<file path="config.mk">
export PLATFORM = sky130hd
export DESIGN_NAME = ifetch_unit
export DESIGN_NICKNAME = d
export VERILOG_FILES = /design/src/rtl/ifetch_unit.sv
export SDC_FILE = /design/constraint.sdc
export NUM_CORES = 1
export LEC_CHECK = 0
export BUFFER_PORTS_ARGS = -buffer_cell sky130_fd_sc_hd__buf_2
export CORE_ASPECT_RATIO = 1.2
export CORE_UTILIZATION = 57
export CTS_BUF_LIST = sky130_fd_sc_hd__clkbuf_8
export DETAILED_ROUTE_END_ITERATION = 6
export PLACE_DENSITY = 0.84
export RECOVER_POWER = 100
export SLEW_MARGIN = 20
export SYNTH_ARGS = -nofsm -noshare
export SYNTH_HDL_FRONTEND = slang
export SYNTH_SLANG_ARGS = --single-unit
</file>
<file path="constraint.sdc">
create_clock -name clock -period 8.1 [get_ports clock]
set_clock_uncertainty 0.15 [all_clocks]
set_input_delay 1.62 -clock clock [delete_from_list [all_inputs] [get_ports clock]]
set_output_delay 1.62 -clock clock [all_outputs]
set_load 0.01 [all_outputs]
</file>
<file path="src/rtl/ifetch_unit.sv">
// Instruction fetch stage: holds the PC, fetches one instruction at a time over a
// req/ack handshake and resolves the next PC from the control unit's jump/branch outputs.
module ifetch_unit #(
   parameter logic [31:0] RESET_PC = 32'h0000_0000,
   parameter int unsigned IMEM_AW  = 14
) (
   input  logic               clock,
   input  logic               reset,
   output logic               imem_req,
   output logic [IMEM_AW-1:0] imem_addr,
   input  logic               imem_ack,
   input  logic [31:0]        imem_rdata,
   input  logic               hold,
   output logic [31:0]        Instruction,
   output logic               instr_valid,
   output logic [31:0]        PC,
   output logic [31:0]        link_addr,
   input  logic               Jrn,
   input  logic               Jmp,
   input  logic               Jal,
   input  logic               Branch,
   input  logic               nBranch,
   input  logic               Zero,
   input  logic [31:0]        Read_data_1,
   output logic               misalign
);

   typedef enum logic {S_REQ, S_EXEC} state_t;

   state_t      r_state;
   logic [31:0] r_pc;
   logic [31:0] r_instr;
   logic [31:0] r_link;

   logic [31:0] w_pc4;
   logic [31:0] w_br_off;
   logic        w_taken;
   logic        w_commit;
   logic [31:0] w_next_pc;

   assign w_pc4    = r_pc + 32'd4;
   assign w_br_off = {{14{r_instr[15]}}, r_instr[15:0], 2'b00};
   assign w_taken  = (Branch & Zero) | (nBranch & ~Zero);
   assign w_commit = (r_state == S_EXEC) & ~hold & ~reset;

   always_comb begin
      w_next_pc = w_pc4;
      if (Jrn)
         w_next_pc = {Read_data_1[31:2], 2'b00};
      else if (Jmp | Jal)
         w_next_pc = {w_pc4[31:28], r_instr[25:0], 2'b00};
      else if (w_taken)
         w_next_pc = w_pc4 + w_br_off;
   end

   always_ff @(posedge clock or posedge reset) begin
      if (reset) begin
         r_state <= S_REQ;
         r_pc    <= RESET_PC;
         r_instr <= '0;
         r_link  <= '0;
      end else begin
         case (r_state)
            S_REQ: begin
               if (imem_ack) begin
                  r_instr <= imem_rdata;
                  r_state <= S_EXEC;
               end
            end
            S_EXEC: begin
               // acks arriving here belong to no request and are dropped
               if (!hold) begin
                  r_pc    <= w_next_pc;
                  r_state <= S_REQ;
                  if (Jal)
                     r_link <= w_pc4;
               end
            end
            default: r_state <= S_REQ;
         endcase
      end
   end

   // reset is folded in so the outputs drop the instant reset rises
   assign imem_req    = (r_state == S_REQ) & ~reset;
   assign imem_addr   = r_pc[IMEM_AW+1:2];
   assign instr_valid = w_commit;
   assign misalign    = w_commit & Jrn & (Read_data_1[1:0] != 2'b00);
   assign Instruction = r_instr;
   assign PC          = r_pc;
   assign link_addr   = r_link;

endmodule

</file>
======== Word level (Yosys, flattened, before mapping) ========
Index checks and enable logic that the tools add are counted.
Widths: inputs -> output; s select.
cells by class
  muxes and demuxes ....................... 6
  reductions and logical operators ........ 4
  $add $sub $neg .......................... 2
  bitwise gates (word level) .............. 13
operator list
  operator               count
  $mux 32                3
  $add 32x3->32 const B  1
  $add 32x32->32         1
  $and 1x1->1            7
  $not 1->1              4
  $reduce_and 2->1       2
  $reduce_and 3->1       1
  $mux 1                 2
  $or 1x1->1             2
  $pmux 1 s2             1
  $reduce_bool 2->1      1
storage, ports and cells
  word-level logic and storage cells ...... 29
  bits of input ports ..................... 74
  flip-flop bits (word level) ............. 97

======== Depth between registers and ports, before layout ========
Gate-level depths: netlist of run 1.
  depth in word-level cells ............... 6
  depth in mapped cells ................... 17
  mapped depth without buffers ............ 16

======== Least setup slack after synthesis of run 1 ========
No wires, ideal clock.
  path type ............................... input to output
  start point ............................. input port hold
  end point ............................... output port misalign
  path buffers ............................ 3
  data required time ...................... 6.330 ns
  setup slack ............................. 3.726 ns
  data arrival time ....................... 2.604 ns
  stages on the path ...................... 5
  cell sequence ........................... nand2b_1 clkbuf_1 clkbuf_1 buf_1 nor3_1
between the ends
  longest elaborated chain between the ends .. 5
RTL lines
  element                     line  RTL
  start: declaration          13    input logic hold,
  $not 1->1 (no source line)  -
  $and 1x1->1 (2 in a row)    44    assign w_commit = (r_state == S_EXEC) & ~hold & ~reset;
  $and 1x1->1 (2 in a row)    88    assign misalign = w_commit & Jrn & (Read_data_1[1:0] != 2'b00);
  end: declaration            25    output logic misalign
No other way between the ends.

======== Final worst setup path of run 1 ========
  start point ............................. input port Jrn
  end point ............................... output port misalign
between the ends
  longest elaborated chain between the ends .. 2
RTL lines
  element                   line  RTL
  start: declaration        18    input logic Jrn,
  $and 1x1->1 (2 in a row)  88
No other way between the ends.

==> impl_metrics.yaml, run 1 <==
logic_synthesis:
  synthAdderAreaFrac: 0.0703
  synth-seq-cells: 93
  synth-edff-count: 0
  synth_warnings: 0
  syn_area_sq_um: 6700
  avgSynthCellArea_sq_um: 8.79
  synth_xor_area_frac: 0.0602
  yosysUniqueCellTypes: 66
  async_reset_ff_frac: 1.00
  synth_compound_area_frac: 0.204
  yosys.area_share.simple: 0.170
  syn_inst: 762
  ys.flop_type: "dfrtp_1"
  ys_seq_area_frac: 0.348
  synth_top_family_by_area: "compound AO/OA/AOI/OAI gates"
  synth.area.mux_share: 0.0919
clock_tree:
  numCtsBuffers: 9
  htreeDepth: 3
  clkTransAtPathRegs_ns: 0.10
  cts_repair_resize_count: 0
  cts_sinks: 93
  post-cts-setup-buffer-count: 0
  tritoncts: "done"
  clk_root_buffer_cell: "clkbuf_8"
  worstSkewPairLatency_ns: 0.39
  cts_buffer_depth: 2
  holdBufCountCts: 0
die:
  core-area_sq_um: 11500
  fp.dieH_um: 121
  initial_utilization: 0.582
  ios: 187
  num_rows: 43
  die-area_sq_um: 12200
  fp.dieW_um: 101
detailed_routing:
  route.vias.total: 6526
  drt_iter0_markers: 506
  drtPass1Iterations: 5
  drt_wl_total_um: 20400
  antenna_left: 0
  wl_per_cell_um: 19.0
  drc: 0
  drt-vias-per-instance: 6.08
grt:
  use_met2: 0.565
  grt_start_max_net_pins: 49
  use_met3: 0.0370
  grt_pass1_wl_um: 31800
  grtUsageTotal: 0.342
  antenna_found_initial: 0
  grt_pass1_vias: 6124
  gr-max-usage-layer: "met2"
  globalRoute.totalOverflow: 0
  met1_usage: 0.453
setup_path:
  cp-start-kind: "input pin"
  r2r_slack_ns: 3.30
  setup.worst_path.class: "input pin to primary output"
  r2r_end: "PC[29]"
  crit_end: "misalign"
  crit_start: "Jrn"
  crit_path_end_kind: "primary output"
  cp_max_fo: 48
  crit_required_ns: 6.33
  crit_arrival_ns: 3.93
  regToRegStartpoint: "PC[2]"
  r2r_cells: 13
power_and_ir_drop:
  seqPwrFrac: 0.317
  p_sw_frac: 0.467
  p_switching_uw: 1160
  leakage_uw: 0.00340
  p_int_uw: 1320
  power_frac_comb: 0.544
  total_power_uw: 2480
  pwr-share-clk: 0.139
  p_per_area_nw_per_um2: 323
  peakVddDrop_uv: 172
sta:
  finalMaxSlewViolations: 238
  setup_violations: 0
  hold_violations: 0
  relSlewSlack: -0.795
  timing.fmax_mhz: 175
  fin_crit_sh: 0.704
  fin_crit_ns: 5.70
  rsz0062_at_grt: "no"
  tns_ns: 0
  tightestPinTransition_ns: 2.69
layout:
  final_net_count: 1022
  regArea_sq_um: 2330
  multi_input_area_sq_um: 4020
  layout-drive-gt1-share: 0.170
  n_antenna_cell: 0
  post-route-cell-area_sq_um: 7660
  utilization: 0.666
  fillers: 1078
  syn_to_final_growth_pct: 14.5
outcome:
  violations: "capacitance limit, slew limit"
  run_status: "complete, but fails checks"
flow_run:
  cap_violations: 6
placed_design:
  routabilityCongestion: 0.968
  portBuffers: 182
  dp_hpwl_um: 14600
  dpl_cell_area_sq_um: 7610
min_path:
  hold_class: "flop to flop"
  holdPathStages: 2
[cell families (layout without fill, tap and decap cells)]
kind of cell / count (synthesis) / count (layout)
AOI/OAI and AO/OA: 215 / 215
xor gates and xnor gates: 46 / 46
adders and majority gates: 37 / 37
buffers and inverters: 80 / 231
DFF: 93 / 93
muxes: 55 / 55
other: 1 / 4
and+or+nand+nor: 235 / 235
[per-stage QoR]
stage	hold WS (ns)	worst slack, ns	std cells
after floorplan	0.363	3.73	765
after global placement	0.308	3.63	1056
after detailed placement	0.316	3.53	1056
after CTS	0.339	3.50	1072
after global routing	0.365	2.14	1073
final	0.344	2.40	1073
[metal layers]
metal | routed length (um) | up-vias
li1 | - | 3047
met2 | 9770 | 328
met5 | 0 | -
met3 | 1620 | 43
met4 | 531 | 0
met1 | 8450 | 3108
[power groups by stage]
| stage | Clock (uW) | Sequential, uW | Combinational [uW] |
|---|---|---|---|
| 6_report | 344 | 786 | 1350 |
| 4_1_cts | 347 | 777 | 1380 |
| 3_5_place_dp | 0 | 787 | 1360 |
| 2_1_floorplan | 0 | 826 | 907 |
| 5_1_grt | 364 | 806 | 1480 |
| 3_3_place_gp | 0 | 778 | 1350 |
[critical path, stage by stage]
cell	delay, ns
buf_2	0.07
clkbuf_1	1.55
o21ai_0	0.30
nor3_1	0.23
buf_2	0.16
[cell usage in the layout (no fill, tap or decap), types with 30 or more instances in the layout]
cell type,instances
a21oi_1,61
nand2_1,76
mux2_2,51
nand3_1,30
clkbuf_1,117
dfrtp_1,93
nor2_1,53
buf_2,71
o21ai_0,54
ha_1,36
[worst min path at each step]
stage / endpoint / from / slack, ns
2_1_floorplan: r_state / r_state / 0.36
3_3_place_gp: link_addr[19] / link_addr[19] / 0.31
3_5_place_dp: link_addr[2] / link_addr[2] / 0.32
4_1_cts: link_addr[2] / link_addr[2] / 0.34
5_1_grt: link_addr[19] / link_addr[19] / 0.36
6_report: link_addr[29] / link_addr[29] / 0.34
[final cells by class]
type                    instances  area share
clock buffers                  10      0.0180
clock inverters                 6      0.0103
inverters                      24      0.0119
multi-input cells             592       0.524
flip-flops and latches         93       0.304
well taps                     157      0.0256
repair buffers                191       0.107
[registers in the layout, summed over array words and instances, names as in the netlist]
signal	flops
r_state	1
PC	30
Instruction	32
link_addr	30
[cell usage after synthesis, types with 5 or more instances]
cell type,n,area share
nand2_1,76,0.043
a21oi_1,61,0.046
inv_1,24,0.013
nor2_1,54,0.030
nand3_1,29,0.022
nand3b_1,6,0.0067
o31ai_1,7,0.0078
o211ai_1,12,0.013
dfrtp_1,93,0.35
nand4_1,11,0.010
a21o_1,23,0.026
ha_1,36,0.067
a31oi_1,8,0.0075
and3_1,15,0.014
clkbuf_1,35,0.020
mux2_2,52,0.087
nor3_1,10,0.0075
a211oi_1,9,0.010
xor2_1,21,0.027
buf_4,18,0.020
or2_2,5,0.0047
o21ai_0,54,0.040
xnor2_1,25,0.033
Power figures use the tool's default switching activity.
==> run 2: changes to the inputs <==
--- a/config.mk
+++ b/config.mk
@@ -5,12 +5,13 @@
 export SDC_FILE = /design/constraint.sdc
 export NUM_CORES = 1
 export LEC_CHECK = 0
+export ABC_AREA = 1
 export BUFFER_PORTS_ARGS = -buffer_cell sky130_fd_sc_hd__buf_2
 export CORE_ASPECT_RATIO = 1.2
-export CORE_UTILIZATION = 57
+export CORE_UTILIZATION = 51
 export CTS_BUF_LIST = sky130_fd_sc_hd__clkbuf_8
 export DETAILED_ROUTE_END_ITERATION = 6
-export PLACE_DENSITY = 0.84
+export PLACE_DENSITY = 0.78
 export RECOVER_POWER = 100
 export SLEW_MARGIN = 20
 export SYNTH_ARGS = -nofsm -noshare
==> constraint.sdc (replaced) <==
create_clock -name clock -period 4.9 [get_ports clock]
set_clock_uncertainty 0.15 [all_clocks]
set_input_delay 0.98 -clock clock [delete_from_list [all_inputs] [get_ports clock]]
set_output_delay 0.98 -clock clock [all_outputs]
set_load 0.01 [all_outputs]
==> impl_metrics.yaml, run 2 <==
clock_tree:
  cts_repair_resize_count: 0
  htreeDepth: 3
  cts_buffer_depth: 2
  cts_sinks: 93
  clk_root_buffer_cell: "clkbuf_8"
  numCtsBuffers: 9
  clkTransAtPathRegs_ns: 0.09
  tritoncts: "done"
  worstSkewPairLatency_ns: 0.40
  post-cts-setup-buffer-count: 0
  holdBufCountCts: 0
logic_synthesis:
  async_reset_ff_frac: 1.00
  yosysUniqueCellTypes: 42
  ys_seq_area_frac: 0.313
  synth-edff-count: 0
  yosysTopAreaCellShare: 0.313
  synthTopCellsByCount: "398 x nand2_1, 140 x inv_1, 116 x nor2_1, 93 x dfrtp_1, 65 x a21oi_1"
  yosysTopAreaCell: "dfrtp_1"
  yosys-top-cells-area: "dfrtp_1 31%, nand2_1 20%, inv_1 7.1%, ha_1 6.1%, nor2_1 5.9%"
  ys.flop_type: "dfrtp_1"
  syn_inst: 1132
  synth_warnings: 0
  synth-seq-cells: 93
  avgSynthCellArea_sq_um: 6.57
  syn_area_sq_um: 7430
  yosysMostFrequentCell: "nand2_1"
detailed_routing:
  route.vias.total: 7891
  drtPass1Iterations: 7
  drt_iter0_markers: 760
  drt_wl_total_um: 24900
  drc: 4
  antenna_left: 0
  wl_per_cell_um: 16.9
  drt-vias-per-instance: 5.38
setup_path:
  crit_slowest_cell: "clkbuf_1"
  setup.worst_path.class: "input pin to flop"
  cp_max_fo: 46
  crit_family: "buffers and inverters"
  cp-start-kind: "input pin"
  path_cells: "clkbuf_1 -> nor2_1 -> nand2_1 -> clkbuf_1 -> inv_1 -> nand2_1 -> nand2_1"
  crit_required_ns: 5.03
  crit_path_end_kind: "flop"
  r2r_slack_ns: 0.93
  path_buf_inv: 3
  max_stage_delay_ns: 1.41
  crit_arrival_ns: 4.14
  cpMostUsedCell: "nand2_1"
grt:
  globalRoute.totalOverflow: 0
  grtUsageTotal: 0.338
  grt_pass1_wl_um: 38900
  antenna_found_initial: 0
  met1_usage: 0.404
  use_met3: 0.0601
  grt_start_max_net_pins: 56
  use_met2: 0.573
  gr-max-usage-layer: "met2"
  grt_pass1_vias: 7493
die:
  fp.dieW_um: 112
  core-area_sq_um: 14000
  num_rows: 47
  ios: 187
  die-area_sq_um: 15100
  initial_utilization: 0.531
  fp.dieH_um: 134
placed_design:
  routabilityCongestion: 0.972
  place_inst: 1453
  portBuffers: 182
  dp_hpwl_um: 19700
sta:
  rsz0062_at_grt: "no"
  finalMaxSlewViolations: 103
  fin_crit_sh: 0.820
  tns_ns: 0
  setup_violations: 0
  tightestPinTransition_ns: 2.60
  relSlewSlack: -0.740
  hold_violations: 0
  fin_crit_ns: 4.02
  timing.fmax_mhz: 249
layout:
  largest_register_ffs: 32
  final_common_cell: "nand2_1"
  final_cell_mix: "398 x nand2_1, 139 x inv_1, 120 x nor2_1"
  syn_to_final_growth_pct: 12.9
  instances_no_fill: 1468
  layout-drive-gt1-share: 0.112
  final_net_count: 1404
  n_antenna_cell: 0
flow_run:
  cap_violations: 2
power_and_ir_drop:
  leakage_uw: 0.00447
  p_per_area_nw_per_um2: 484
  peakVddDrop_uv: 322
outcome:
  violations: "DRC, capacitance limit, slew limit"
  run_status: "complete, but fails checks"
min_path:
  hold_class: "flop to flop"
==> run 2: worst paths after layout <==
path / from / end / cells after the start
setup / recovery: hold / link_addr[11] / 7
hold / removal: link_addr[16] / link_addr[16] / 2
setup reg to reg: PC[2] / PC[28] / 21
hold reg to reg: link_addr[16] / link_addr[16] / 2
max in group asynchronous: reset / link_addr[15] / 3
min in group asynchronous: reset / Instruction[25] / 2
==> run 2: final cells by class <==
| cell class | count | area [sq um] |
|---|---|---|
| tap | 171 | 214 |
| inverter | 143 | 538 |
| clock inverter | 5 | 48.8 |
| multi-input combinational | 857 | 4320 |
| sequential | 93 | 2330 |
| fill | 1497 | 5600 |
| timing repair buffer | 189 | 810 |
| clock buffer | 10 | 138 |
==> run 2: where the power goes <==
part / internal, uW / leakage (uW) / switching [uW]
Clock: 201 / 0.0000873 / 307
Combinational: 780 / 0.00325 / 1500
Sequential: 991 / 0.00113 / 283
==> run 2: tightest hold or removal path, cell delays in order (launching register included) <==
cell and delay, ns:
dfrtp_1 0.35, nand2_1 0.05, nand2_1 0.06
==> run 2: cells by family after synthesis <==
| kind of cell | synth area share |
|---|---|
| and+or+nand+nor | 0.352 |
| other | 0.000504 |
| AOI/OAI and AO/OA | 0.101 |
| muxes | 0.0424 |
| buffers and inverters | 0.103 |
| xor gates and xnor gates | 0.0236 |
| DFF | 0.313 |
| adders and majority gates | 0.0633 |
==> run 2: through the flow <==
step	cell area (sq um)	power (uW)	worst slack (ns)	util	hold slack (ns)
detailed placement	8390	3600	1.32	0.600	0.312
global route	8390	4410	0.591	0.600	0.366
CTS	8580	4120	1.29	0.613	0.336
finish	8390	4070	0.882	0.600	0.336
global placement	8390	3570	1.37	0.600	0.310
floorplan	7440	2830	1.35	-	0.320
==> run 2: routing by layer <==
layer	wire (um)	vias to the layer above	share of wire
li1	-	3896	-
met1	9980	3552	0.40
met2	11800	349	0.48
met3	1640	94	0.066
met4	1400	0	0.056
met5	0	-	0
==> run 3: changes to the inputs <==
--- a/config.mk
+++ b/config.mk
@@ -5,13 +5,13 @@
 export SDC_FILE = /design/constraint.sdc
 export NUM_CORES = 1
 export LEC_CHECK = 0
-export ABC_AREA = 1
+export ABC_AREA = 0
 export BUFFER_PORTS_ARGS = -buffer_cell sky130_fd_sc_hd__buf_2
 export CORE_ASPECT_RATIO = 1.2
-export CORE_UTILIZATION = 51
+export CORE_UTILIZATION = 55
 export CTS_BUF_LIST = sky130_fd_sc_hd__clkbuf_8
 export DETAILED_ROUTE_END_ITERATION = 6
-export PLACE_DENSITY = 0.78
+export PLACE_DENSITY = 0.81
 export RECOVER_POWER = 100
 export SLEW_MARGIN = 20
 export SYNTH_ARGS = -nofsm -noshare
==> constraint.sdc (replaced) <==
create_clock -name clock -period 3.7 [get_ports clock]
set_clock_uncertainty 0.15 [all_clocks]
set_input_delay 0.74 -clock clock [delete_from_list [all_inputs] [get_ports clock]]
set_output_delay 0.74 -clock clock [all_outputs]
set_load 0.01 [all_outputs]
==> impl_metrics.yaml, run 3 (synthesized netlist as in run 1, its figures left out) <==
die:
  initial_utilization: 0.571
  ios: 187
  fp.dieW_um: 103
  die-area_sq_um: 12600
  fp.dieH_um: 123
  num_rows: 43
  core-area_sq_um: 11700
outcome:
  violations: "capacitance limit, slew limit"
  run_status: "complete, but fails checks"
layout:
  final_net_count: 1070
  final_cell_mix: "99 x clkbuf_1, 93 x dfrtp_1, 89 x buf_2"
  final_common_cell: "clkbuf_1"
  fillers: 992
  largest_register_ffs: 32
  syn_to_final_growth_pct: 22.7
  layout-drive-gt1-share: 0.260
power_and_ir_drop:
  p_per_area_nw_per_um2: 714
  peakVddDrop_uv: 324
  leakage_uw: 0.00372
  total_power_uw: 5870
detailed_routing:
  route.vias.total: 6788
  drtPass1Iterations: 5
  drc: 0
  antenna_left: 0
  drt_wl_total_um: 21100
  drt-vias-per-instance: 6.06
  wl_per_cell_um: 18.8
  drt_iter0_markers: 540
clock_tree:
  worstSkewPairLatency_ns: 0.37
  numCtsBuffers: 9
  clk_root_buffer_cell: "clkbuf_8"
  tritoncts: "done"
  cts_sinks: 93
  cts_buffer_depth: 2
  holdBufCountCts: 0
  clkTransAtPathRegs_ns: 0.10
  htreeDepth: 3
setup_path:
  setup.worst_path.class: "flop to flop"
  crit_family: "compound AO/OA/AOI/OAI gates"
  path_buf_inv: 1
  cp-start-kind: "flop"
  cp_max_fo: 4
  crit_slowest_cell: "a2111o_1"
  crit_path_end_kind: "flop"
  max_stage_delay_ns: 0.51
  r2r_slack_ns: 0.03
  crit_required_ns: 3.86
  crit_arrival_ns: 3.82
  path_cells: "ha_2 -> nand4_1 -> or2_4 -> xor2_2 -> inv_1 -> ha_1 -> a2111oi_1 -> o21ai_1 -> a2111o_1 -> and4_1 -> o21ai_0 -> nand3b_1 -> a21oi_1"
grt:
  antenna_found_initial: 1
  grt_pass1_vias: 6026
  globalRoute.totalOverflow: 0
  grt_start_max_net_pins: 53
  grtUsageTotal: 0.332
  grt_pass1_wl_um: 31600
sta:
  finalMaxSlewViolations: 77
  timing.fmax_mhz: 273
  rsz0062_at_grt: "yes"
  fin_crit_sh: 0.991
  tightestPinTransition_ns: 1.89
  fin_crit_ns: 3.67
  relSlewSlack: -0.267
  layout_setup_ws_ns: 0.0339
  hold_violations: 0
  setup_violations: 0
placed_design:
  pre_cts_slack_ns: -0.00682
  dp_hpwl_um: 15600
  portBuffers: 182
  routabilityCongestion: 1.03
flow_run:
  cap_violations: 2
min_path:
  hold_class: "flop to flop"
-- run 3: cell count changes in the layout (fill, tap and decap cells not counted), moves of 7 or more --
cell / before / now
xnor2_1: 4 / 21
buf_2: 70 / 89
a21o_1: 1 / 23
mux2_2: 28 / 52
nand2_1: 398 / 76
and3_1: 1 / 14
nand3_1: 63 / 29
a211oi_1: 0 / 7
inv_1: 139 / 23
clkbuf_1: 115 / 99
buf_4: 3 / 49
nor2_1: 120 / 49
-- run 3: repair_timing --
item,in CTS,in global routing
pin swaps,0,6
setup endpoints to repair,1,17
resized for setup,1,37
buffers inserted,0,2
hold endpoints to repair,0,0
-- run 3: path summary, 6_finish.rpt --
check                             start              end  cells past startpoint
max                               PC[3]           PC[24]                     13
min in group asynchronous         reset  Instruction[31]                      2
max in group asynchronous         reset    link_addr[13]                      3
min                        link_addr[8]     link_addr[8]                      2
max reg2reg                       PC[3]           PC[24]                     13
min reg2reg                link_addr[8]     link_addr[8]                      2
-- run 3: per-stage QoR --
stage	cell area [sq um]	util	TNS [ns]	hold WS (ns)	cells
2_1_floorplan	6710	-	0	0.363	765
3_3_place_gp	7990	0.681	0	0.307	1103
3_5_place_dp	7990	0.681	-0.00682	0.316	1103
4_1_cts	8210	0.700	0	0.317	1118
5_1_grt	8210	0.700	-0.442	0.365	1121
6_report	8210	0.700	0	0.336	1121
-- run 3: layout make-up --
class | instances | area (sq um) | share of cell area
clock inverters | 6 | 87.6 | 0.0107
flip-flops and latches | 93 | 2330 | 0.283
well taps | 157 | 196 | 0.0239
multi-input cells | 592 | 4190 | 0.510
diodes | 1 | 2.50 | 0.000305
clock buffers | 9 | 124 | 0.0151
repair buffers | 239 | 1190 | 0.145
inverters | 24 | 91.3 | 0.0111
-- run 3: layer usage --
layer  vias to the layer above  track usage  routed length [um]
met4                         0        0.120                 483
met1                      3198        0.449                8620
li1                       3139            -                   -
met2                       403        0.523                9790
met5                         -            0                   0
met3                        48       0.0655                2150
-- run 3: power breakdown --
group	internal (uW)	switching, uW	leakage [uW]
Sequential	1350	310	0.00111
Clock	379	382	0.000109
Combinational	1460	1980	0.00250
-- run 3: worst register-to-register path: stages, from the launching register on --
cell and delay (ns):
dfrtp_1 0.40, ha_2 0.22, nand4_1 0.20, or2_4 0.31
xor2_2 0.15, inv_1 0.06, ha_1 0.22, a2111oi_1 0.45
o21ai_1 0.21, a2111o_1 0.51, and4_1 0.23, o21ai_0 0.17
nand3b_1 0.15, a21oi_1 0.16
